--- src/rtl/uart_alu_interface.sv ---
// rtl/uart_alu_interface.sv - assembles A/B/opcode bytes for the ALU and launches the result to the UART tx
// Optional inter-byte timeout is built only when ALU_IF_TIMEOUT_EN is defined.
module uart_alu_interface #(
  parameter int NB_DATA        = 8,
  parameter int NB_OPCODE      = 6,
  parameter int TIMEOUT_CYCLES = 100000000,
  parameter int NB_TIMEOUT     = 27
) (
  input  logic                 i_clk,
  input  logic                 i_reset,
  input  logic [NB_DATA-1:0]   i_rx_data,
  input  logic                 i_rx_done,
  input  logic [NB_DATA-1:0]   i_alu_result,
  input  logic                 i_tx_done,
  output logic [NB_DATA-1:0]   o_op_A,
  output logic [NB_DATA-1:0]   o_op_B,
  output logic [NB_OPCODE-1:0] o_opcode,
  output logic [NB_DATA-1:0]   o_tx_data,
  output logic                 o_tx_start,
  output logic                 o_busy,
  output logic                 o_timeout
);

  typedef enum logic [2:0] {
    WAIT_A,
    WAIT_B,
    WAIT_OP,
    SEND,
    WAIT_TX
  } state_t;

  state_t               r_state;
  state_t               w_next_state;
  logic                 w_accept;
  logic                 w_timeout;
  logic [NB_DATA-1:0]   r_op_a;
  logic [NB_DATA-1:0]   r_op_b;
  logic [NB_OPCODE-1:0] r_opcode;
  logic [NB_DATA-1:0]   r_tx_data;
  logic                 r_tx_start;

  if (64'(TIMEOUT_CYCLES) >= (64'd1 << NB_TIMEOUT)) begin : g_timeout_width_check
    $error("NB_TIMEOUT too narrow for TIMEOUT_CYCLES");
  end

  always_ff @(posedge i_clk) begin
    if (i_reset) r_state <= WAIT_A;
    else         r_state <= w_next_state;
  end

  // A pending byte always beats a coinciding timeout expiry.
  always_comb begin
    w_next_state = r_state;
    w_accept     = 1'b0;
    case (r_state)
      WAIT_A: begin
        if (i_rx_done) begin
          w_accept     = 1'b1;
          w_next_state = WAIT_B;
        end
      end
      WAIT_B: begin
        if (i_rx_done) begin
          w_accept     = 1'b1;
          w_next_state = WAIT_OP;
        end else if (w_timeout) begin
          w_next_state = WAIT_A;
        end
      end
      WAIT_OP: begin
        if (i_rx_done) begin
          w_accept     = 1'b1;
          w_next_state = SEND;
        end else if (w_timeout) begin
          w_next_state = WAIT_A;
        end
      end
      SEND:    w_next_state = WAIT_TX;
      WAIT_TX: if (i_tx_done) w_next_state = WAIT_A;
      default: w_next_state = WAIT_A;
    endcase
  end

  always_ff @(posedge i_clk) begin
    if (i_reset) begin
      r_op_a     <= '0;
      r_op_b     <= '0;
      r_opcode   <= '0;
      r_tx_data  <= '0;
      r_tx_start <= 1'b0;
    end else begin
      r_tx_start <= 1'b0;
      if (w_accept) begin
        case (r_state)
          WAIT_A:  r_op_a   <= i_rx_data;
          WAIT_B:  r_op_b   <= i_rx_data;
          default: r_opcode <= i_rx_data[NB_OPCODE-1:0];
        endcase
      end
      // The ALU has had the whole SEND cycle to settle on the new opcode.
      if (r_state == SEND) begin
        r_tx_data  <= i_alu_result;
        r_tx_start <= 1'b1;
      end
    end
  end

`ifdef ALU_IF_TIMEOUT_EN
  localparam logic [NB_TIMEOUT-1:0] TIMEOUT_LAST = NB_TIMEOUT'(TIMEOUT_CYCLES - 1);

  logic [NB_TIMEOUT-1:0] r_timer;
  logic                  r_timeout;

  assign w_timeout = ((r_state == WAIT_B) || (r_state == WAIT_OP)) &&
                     !i_rx_done && (r_timer == TIMEOUT_LAST);

  always_ff @(posedge i_clk) begin
    if (i_reset) begin
      r_timer   <= '0;
      r_timeout <= 1'b0;
    end else begin
      r_timeout <= w_timeout;
      if (w_accept || (w_next_state == WAIT_A))
        r_timer <= '0;
      else if ((r_state == WAIT_B) || (r_state == WAIT_OP))
        r_timer <= r_timer + 1'b1;
    end
  end

  assign o_timeout = r_timeout;
`else
  assign w_timeout = 1'b0;
  assign o_timeout = 1'b0;
`endif

  assign o_op_A     = r_op_a;
  assign o_op_B     = r_op_b;
  assign o_opcode   = r_opcode;
  assign o_tx_data  = r_tx_data;
  assign o_tx_start = r_tx_start;
  assign o_busy     = (r_state == SEND) || (r_state == WAIT_TX);

endmodule

--- config.mk ---
export PLATFORM = sky130hd
export DESIGN_NAME = uart_alu_interface
export DESIGN_NICKNAME = d
export VERILOG_FILES = /design/src/rtl/uart_alu_interface.sv
export SDC_FILE = /design/constraint.sdc
export NUM_CORES = 1
export LEC_CHECK = 0
export ABC_AREA = 1
export CORE_ASPECT_RATIO = 1.1
export CORE_MARGIN = 2
export CORE_UTILIZATION = 30
export DETAILED_ROUTE_END_ITERATION = 10
export PLACE_DENSITY = 0.62
export SYNTH_ARGS = -nofsm -noshare
export SYNTH_HDL_FRONTEND = slang
export SYNTH_SLANG_ARGS = --single-unit
--- constraint.sdc ---
create_clock -name i_clk -period 2.94 [get_ports i_clk]
set_input_delay 0.588 -clock i_clk [delete_from_list [all_inputs] [get_ports i_clk]]
set_output_delay 0.588 -clock i_clk [all_outputs]
set_load 0.005 [all_outputs]
# After elaboration in Yosys (flattened, before gate mapping)
# Index checks and enable logic that the tools add are counted.
[word_totals] wordCells=31 reg_bits=34 input_bits=20 output_inout_bits=33
[classes] mux=8 bitwise_logic=1 n_reduce_logical=8 eq_ne=8
[ops] cell="one-hot mux 3 bit (5 select lines)" n=1
[ops] cell="2-to-1 mux 3 bit" n=4
[ops] cell="inequality test 2 bit (second input constant)" n=4
[ops] cell="equality test 3 x 2 -> 1 bit (second input constant)" n=2
[ops] cell="AND reduction 2 bit" n=3
[ops] cell="AND reduction 4 bit" n=1
[ops] cell="equality test 3 x 1 -> 1 bit (second input constant)" n=1
[ops] cell="equality test 3 bit (second input constant)" n=1
[ops] cell="logical NOT 3 bit" n=1
[ops] cell="2-to-1 mux 1 bit" n=3
[ops] cell="OR reduction 3 bit" n=1
[ops] cell="OR reduction 2 bit" n=1
[ops] cell="logical OR 1 bit" n=1
[ops] cell="NOT 1 bit" n=1

# Longest topological paths before layout
# Gate-level depths: netlist of run 1.
[logic_depth] depth_word=4 depth_mapped=7 mapped_depth_nobuf=6

# Worst setup path before layout of run 1
# No wires, ideal clock.
[synth_timing] kind="register -> output" start="register r_state[0]" end="output port o_busy" required_ns=2.352 stages_incl_launch_ff=6 setup_slack_ns=1.477 arrival_ns=0.875 n_path_buf=1 cell_sequence="dfxtp_1 nand2_2 nor2_4 inv_2 buf_6 nand2_1"
[synth_via] elab_chain_len=2 elab_cells_between_ends=3 cone_classes="eq/ne (2); reduce/logical (1)"
[synth_lines] element="start: declaration" line_no="32" source="state_t r_state;"
[synth_lines] element="start signal: assignment" line_no="48" source="else r_state <= w_next_state;"
[synth_lines] element="equality test 3 x 2 -> 1 bit / equality test 3 bit (equally long branches)" line_no="141" source="assign o_busy = (r_state == SEND) || (r_state == WAIT_TX);"
[synth_lines] element="logical OR 1 bit (*)" line_no="141"
[synth_lines] element="end: declaration" line_no="20" source="output logic o_busy,"
# Every way passes the cells marked *; elsewhere a longest branch is shown, timed or not.

# Final worst setup path of run 1
# Ends and elaborated chain as after synthesis.

==> key figures, run 1 <==
Detailed routing
  • Final WL: 2.966 mm
  • Post-route ant nets: 0
  • Remaining DRCs: 0
  • DRT iter0 DRCs: 88
  • Via count: 1195
  • TritonRoute pass-1 iters: 4
  • Number of vias per cell: 4.442
  • Wire per inst: 11.03 µm

Yosys
  • Synthesized flop and latch total: 34
  • Syn nets: 183
  • Synth area leader: dfxtp_1
  • Sequential area share after synthesis: 52.66%
  • Top cells by count, synth: nor2_1, dfxtp_1, o21ai_0, nand2_1, a21oi_1
  • Synth Flop Type: dfxtp_1
  • Post-synth ARST share: 0%
  • Synthesized area: 1292 µm²
  • Top area cells in the synthesized netlist: dfxtp_1, nor2_1, o21ai_0
  • Synthesized area per cell: 7.929 µm²
  • Synth warnings: 0
  • Most common cell in the netlist: nor2_1
  • Share of the synthesized area in the top cell type: 52.66%
  • Syn Inst Count: 163
  • Netlist cell types: 19
  • EDFF count, synth: 0

Critical path
  • Crit. End Element: output pin
  • WS Path Type: reg2out
  • CP Cell Sequence: nand2_2 -> nor2_4 -> inv_2 -> nand2_1 -> clkdlybuf4s50_1
  • Critical path fanouts, max: 11
  • Setup crit start kind: flip-flop
  • Required time of the worst setup path: 2.35 ns
  • Bufs and invs on worst path: 2
  • Largest delay contributor family on the critical path: buffers and inverters
  • Slowest cell on crit path: clkdlybuf4s50_1
  • Worst path max stage delay: 0.50 ns
  • Arr. time, crit path: 1.78 ns

Power
  • Logic gate share of total power: 15.1%
  • Leak: 0.7466 nW
  • Power per cell area: 503.1 nW/µm²
  • Sequential Power Share: 52.2%
  • Clk pwr share: 32.7%
  • Internal power: 0.0007291 W
  • Sw Share: 24.10%
  • P_sw: 0.0002316 W
  • Peak supply drop: 0.2173 mV

Global route
  • Vias in the first global route: 1084
  • Largest net degree at the start of global routing: 25
  • GR Overflow Total: 0
  • Initial antenna violation count: 0
  • Total Routing Usage GR: 13.39%
  • First-pass GRT wire length: 4.864 mm

Worst hold path
  • Worst hold path type: reg2reg

Clock network
  • Longest Clk Path Bufs: 2
  • CTS root buf: clkbuf_8
  • H-tree levels: 2
  • Resize count post-CTS: 0
  • Worst-skew pair later-pin latency: 0.28 ns
  • CTS tree: built
  • Worst-path clk slew: 0.06 ns
  • Num CTS Buffers: 5
  • Hold buffer count at cts: 0
  • Clock Sinks: 34
  • Postcts setup bufs: 0

Place
  • Placer Congestion: 0.7705
  • Port bufs: 51
  • DP Area: 1833 µm²
  • Hpwl dp: 2.127 mm
  • Worst slack, placed: 0.8321 ns
  • Placed Cells: 262

Final layout
  • Nets: 235
  • Final Cell Area: 1909 µm²
  • Layout area overhead: 47.72%
  • Finished Layout Cells: 269
  • Layout cells sized above 1: 12.09%
  • N_diodes: 0

STA
  • Setup Total Neg Slack: 0 ns
  • Final setup viols: 0
  • Worst-Margin Slew: 0.5486 ns
  • Hold Slack: 0.4633 ns
  • Post-layout min period: 2.364 ns
  • Max-slew headroom: 63.39%
  • Crit share post-route: 80.40%
  • Fin. Hold Viols: 0
  • Max-slew violations: 0
  • RSZ-0062 raised after global routing: false
  • FMAX: 0.4231 GHz
  • Final Worst Setup Slack: 0.5763 ns
  • Clock Skews: 0.001774 ns

Flow run
  • Max-Cap Viols: 0

Die
  • Initial core utilization: 30.61%
  • Die W: 66.59 µm
  • I/O pin count: 53
  • Num rows: 25
  • Die footprint: 4850 µm²
  • Die Y-Extent: 72.84 µm
  • CORE AREA: 4223 µm²

Outcome
  • Status: finished, final reports clean
==> stage by stage <==
| stage | total power [W] | utilization, % |
|---|---|---|
| after floorplan | 0.0005732 | - |
| after global placement | 0.0006571 | 43.41 |
| after detailed placement | 0.0006585 | 43.41 |
| after CTS | 0.0009717 | 45.21 |
| after global routing | 0.001010 | 45.21 |
| final | 0.0009606 | 45.21 |
==> sequential cells by signal, summed over array words and instances, names as in the netlist <==
signal,cells
o_op_B,8
r_state,3
o_tx_start,1
o_opcode,6
o_tx_data,8
o_op_A,8
==> metal layers <==
metal | vias to the layer above | GRT usage, % | routed length, µm
met4 | 0 | 6.122 | 71
li1 | 628 | - | -
met3 | 8 | 5.864 | 216
met1 | 521 | 16.30 | 1331
met2 | 38 | 20.33 | 1346
met5 | - | 0 | 0
==> placed cells by master (no fill, tap or decap) <==
cell	Yosys	final
dfxtp_1	34	34
a21oi_2	1	1
nor2_4	2	2
clkbuf_1	3	2
inv_1	3	3
nand3b_1	1	1
o21ai_1	4	4
clkdlybuf4s50_1	0	51
conb_1	1	1
inv_2	6	6
nand3_2	2	2
nand3_1	8	8
clkbuf_8	0	5
nor2_2	8	8
nor2_1	43	43
a21oi_1	9	9
o21ai_0	20	20
nand2_1	13	13
nand2_2	2	2
==> logic make-up (layout without fill, tap and decap cells) <==
group	after synthesis	count (layout)	share of synthesized area [%]
compound gates	34	34	13.46
buf+inv	15	67	5.517
flops	34	34	52.66
other cells	1	1	0.2901
simple gates	79	79	28.07
==> power groups by stage <==
stage / combinational [W] / sequential (W) / clock, W
global placement: 0.000146 / 0.000511 / 0
finish: 0.000145 / 0.000501 / 0.000314
detailed placement: 0.000147 / 0.000512 / 0
global route: 0.000162 / 0.000504 / 0.000344
CTS: 0.000148 / 0.000502 / 0.000322
floorplan: 0.0000617 / 0.000512 / 0
==> worst paths after layout <==
check           endpoint        start  slack, ns  cells after the start
max reg2reg    o_op_B[0]   r_state[0]       1.71                      5
min reg2reg  o_opcode[5]  o_opcode[5]       0.46                      2
max               o_busy   r_state[0]       0.58                      5
min          o_opcode[5]  o_opcode[5]       0.46                      2
==> cell type report <==
type                            count  area, µm²
Inverter                            9      33.78
Clock buffer                        7      76.32
Multi-Input combinational cell    114      540.5
Sequential cell                    34      680.7
Fill cell                         451       2313
Tap cell                           54      67.56
Timing Repair Buffer               51      510.5
==> worst register-to-register path, cell delays in order, from the launching register on <==
cell     delay [ns]
dfxtp_1        0.44
nand3_2        0.15
nor2_4         0.23
inv_2          0.13
nor2_1         0.11
nor2_1         0.05
Note: power is estimated with default switching activity, not from simulation.
==> run 2, diff against run 1 <==
--- a/config.mk
+++ b/config.mk
@@ -10,7 +10,7 @@
 export CORE_MARGIN = 2
 export CORE_UTILIZATION = 30
 export DETAILED_ROUTE_END_ITERATION = 10
-export PLACE_DENSITY = 0.62
+export PLACE_DENSITY = 0.65
 export SYNTH_ARGS = -nofsm -noshare
 export SYNTH_HDL_FRONTEND = slang
 export SYNTH_SLANG_ARGS = --single-unit
==> constraint.sdc (replaced) <==
create_clock -name i_clk -period 2 [get_ports i_clk]
set_input_delay 0.4 -clock i_clk [delete_from_list [all_inputs] [get_ports i_clk]]
set_output_delay 0.4 -clock i_clk [all_outputs]
set_load 0.005 [all_outputs]
==> run 2 against run 1 <==
  * Total power grew 62%
  * Worst setup slack lost 0.43 ns
  * Register-to-register slack lost 0.90 ns
  * Critical endpoint unchanged
  * Count of clock-buffer cells in the layout is the same
  * Largest cell class unchanged
  * Non-clock buffer count grew 4
  * Largest power group unchanged
  * Global-route usage shrank 0.61 points
  * Via count shrank 0.17%
  * Utilization grew 1.5 points
  * Routed wire length shrank 1.0%
==> key figures, run 2 (same netlist as run 1, synthesis figures left out) <==
Detailed routing
  • Post-route ant nets: 0 (unchanged)
  • Number of vias per cell: 4.354 (-2.0%)
  • Remaining DRCs: 0 (unchanged)
  • Wire per inst: 10.72 µm (-2.8%)
  • Via count: 1193 (-0.17%)
  • TritonRoute pass-1 iters: 4 (unchanged)
  • DRT iter0 DRCs: 67 (-24%)
  • Final WL: 2.936 mm (-1.0%)

Critical path
  • Crit. End Element: output pin
  • R2R cell count: 6 (+1)
  • RR Startpoint: r_state[1]
  • WS Path Type: reg2out
  • Worst r2r dst: o_op_B[5]
  • CP Capture Point: o_busy
  • Arr. time, crit path: 1.46 ns (-0.32 ns)
  • Required time of the worst setup path: 1.60 ns (-0.75 ns)
  • Setup crit start kind: flip-flop
  • Critical Path Start: r_state[2]
  • Critical path fanouts, max: 5 (-6)
  • R2R setup slack: 0.81 ns (-0.90 ns)

Power
  • Leak: 0.7810 nW (+4.6%)
  • Power per cell area: 790.4 nW/µm² (+57%)
  • Peak supply drop: 0.2857 mV (+31%)

STA
  • Fin. Hold Viols: 0 (unchanged)
  • Final setup viols: 0 (unchanged)
  • Crit share post-route: 92.89%
  • RSZ-0062 raised after global routing: false
  • Max-slew violations: 0 (unchanged)
  • Clock Skews: 0.006753 ns (+0.004979 ns)
  • Post-layout min period: 1.858 ns
  • Final Worst Setup Slack: 0.1421 ns (-0.4342 ns)
  • Setup Total Neg Slack: 0 ns (unchanged)
  • Worst-Margin Slew: 0.5729 ns (+0.02433 ns)
  • FMAX: 0.5383 GHz
  • Max-slew headroom: 61.76% (-1.6 points)

Worst hold path
  • Hold Path Origin: o_opcode[4]
  • Worst hold path type: reg2reg

Global route
  • Initial antenna violation count: 0 (unchanged)
  • Vias in the first global route: 1064 (-1.8%)
  • Largest net degree at the start of global routing: 25 (unchanged)
  • Total Routing Usage GR: 12.78% (-0.61 points)
  • First-pass GRT wire length: 4.629 mm (-4.8%)
  • GR Overflow Total: 0 (unchanged)

Die
  • Die Y-Extent: 72.84 µm (unchanged)
  • Die footprint: 4850 µm² (unchanged)
  • CORE AREA: 4223 µm² (unchanged)
  • Num rows: 25 (unchanged)
  • I/O pin count: 53 (unchanged)
  • Die W: 66.59 µm (unchanged)
  • Initial core utilization: 30.61% (unchanged)

Final layout
  • Final Cell Area: 1972 µm² (+3.3%)
  • Most frequent cells in the layout: clkdlybuf4s50_1, nor2_1, dfxtp_1
  • Nets: 239 (+1.7%)
  • Layout cells sized above 1: 15.00% (+2.9 points)
  • Commonest non-fill, non-tap cell in the layout: clkdlybuf4s50_1
  • Fin util: 46.70% (+1.5 points)
  • Layout area overhead: 52.57%
  • N_diodes: 0 (unchanged)

Clock network
  • Num CTS Buffers: 5 (unchanged)
  • Hold buffer count at cts: 0 (unchanged)
  • CTS tree: built
  • H-tree levels: 2 (unchanged)
  • Clock Sinks: 34 (unchanged)
  • Longest Clk Path Bufs: 2 (unchanged)
  • CTS root buf: clkbuf_8
  • Worst-skew pair later-pin latency: 0.28 ns (about the same)
  • Worst-path clk slew: 0.07 ns (about the same)

Flow run
  • Max-Cap Viols: 0 (unchanged)

Place
  • Hpwl dp: 2.195 mm (+3.2%)
  • Placer Congestion: 0.7317 (-5.0%)
  • Worst slack, placed: 0.2664 ns (-0.5657 ns)
  • Port bufs: 51 (unchanged)
  • DP Area: 1856 µm² (+1.2%)

Outcome
  • Status: finished, final reports clean
run 2: how the worst min path moves through the flow:
| stage | to | cells after the start |
|---|---|---|
| 2_1_floorplan | o_opcode[0] | 2 |
| 3_3_place_gp | o_opcode[3] | 2 |
| 3_5_place_dp | o_opcode[4] | 2 |
| 4_1_cts | o_opcode[4] | 2 |
| 5_1_grt | o_opcode[0] | 2 |
| 6_report | o_opcode[4] | 2 |
run 2: power by group:
part	switching (W)	total (W)	leakage, nW	internal, W
clock network	0.000231	0.000604	0.0524	0.000373
registers	0.0000218	0.000737	0.278	0.000715
logic	0.0000964	0.000218	0.450	0.000122
total	0.000349	0.00156	0.781	0.00121
run 2: critical path, cell delays in order, from the launching register on:
cell	delay [ns]
dfxtp_2	0.35
inv_2	0.07
nand2_2	0.06
nor2_4	0.13
inv_2	0.04
nand2_1	0.05
clkdlybuf4s50_1	0.49
run 2: metal layers:
metal  wire, µm  vias to the layer above  GRT usage [%]  part of all wire (%)
met4         46                        0          4.762                   1.6
li1           -                      632              -                     -
met2       1323                       38          20.00                    45
met3        213                        6          5.401                   7.3
met1       1352                      517          15.61                    46
met5          0                        -              0                     0
run 2: per-stage QoR:
stage	total power [W]	cells	hold slack (ns)
6_report	0.001558	274	0.4643
5_1_grt	0.001633	274	0.4808
4_1_cts	0.001573	273	0.4665
3_5_place_dp	0.0009715	265	0.4574
3_3_place_gp	0.0009685	265	0.4555
2_1_floorplan	0.0008427	163	0.4564
run 2: timing repair:
action                     4_1_cts  5_1_grt
gates resized for setup          0        2
setup endpoints to repair        0        1
setup buffers                    0        1
run 2: cell type report:
type,count,area (µm²)
sequential,34,683.2
inverter,9,33.78
tap,54,67.56
clock inverter,1,30.03
fill,459,2251
timing repair buffer,55,540.5
multi-input combinational,114,540.5
clock buffer,7,76.32
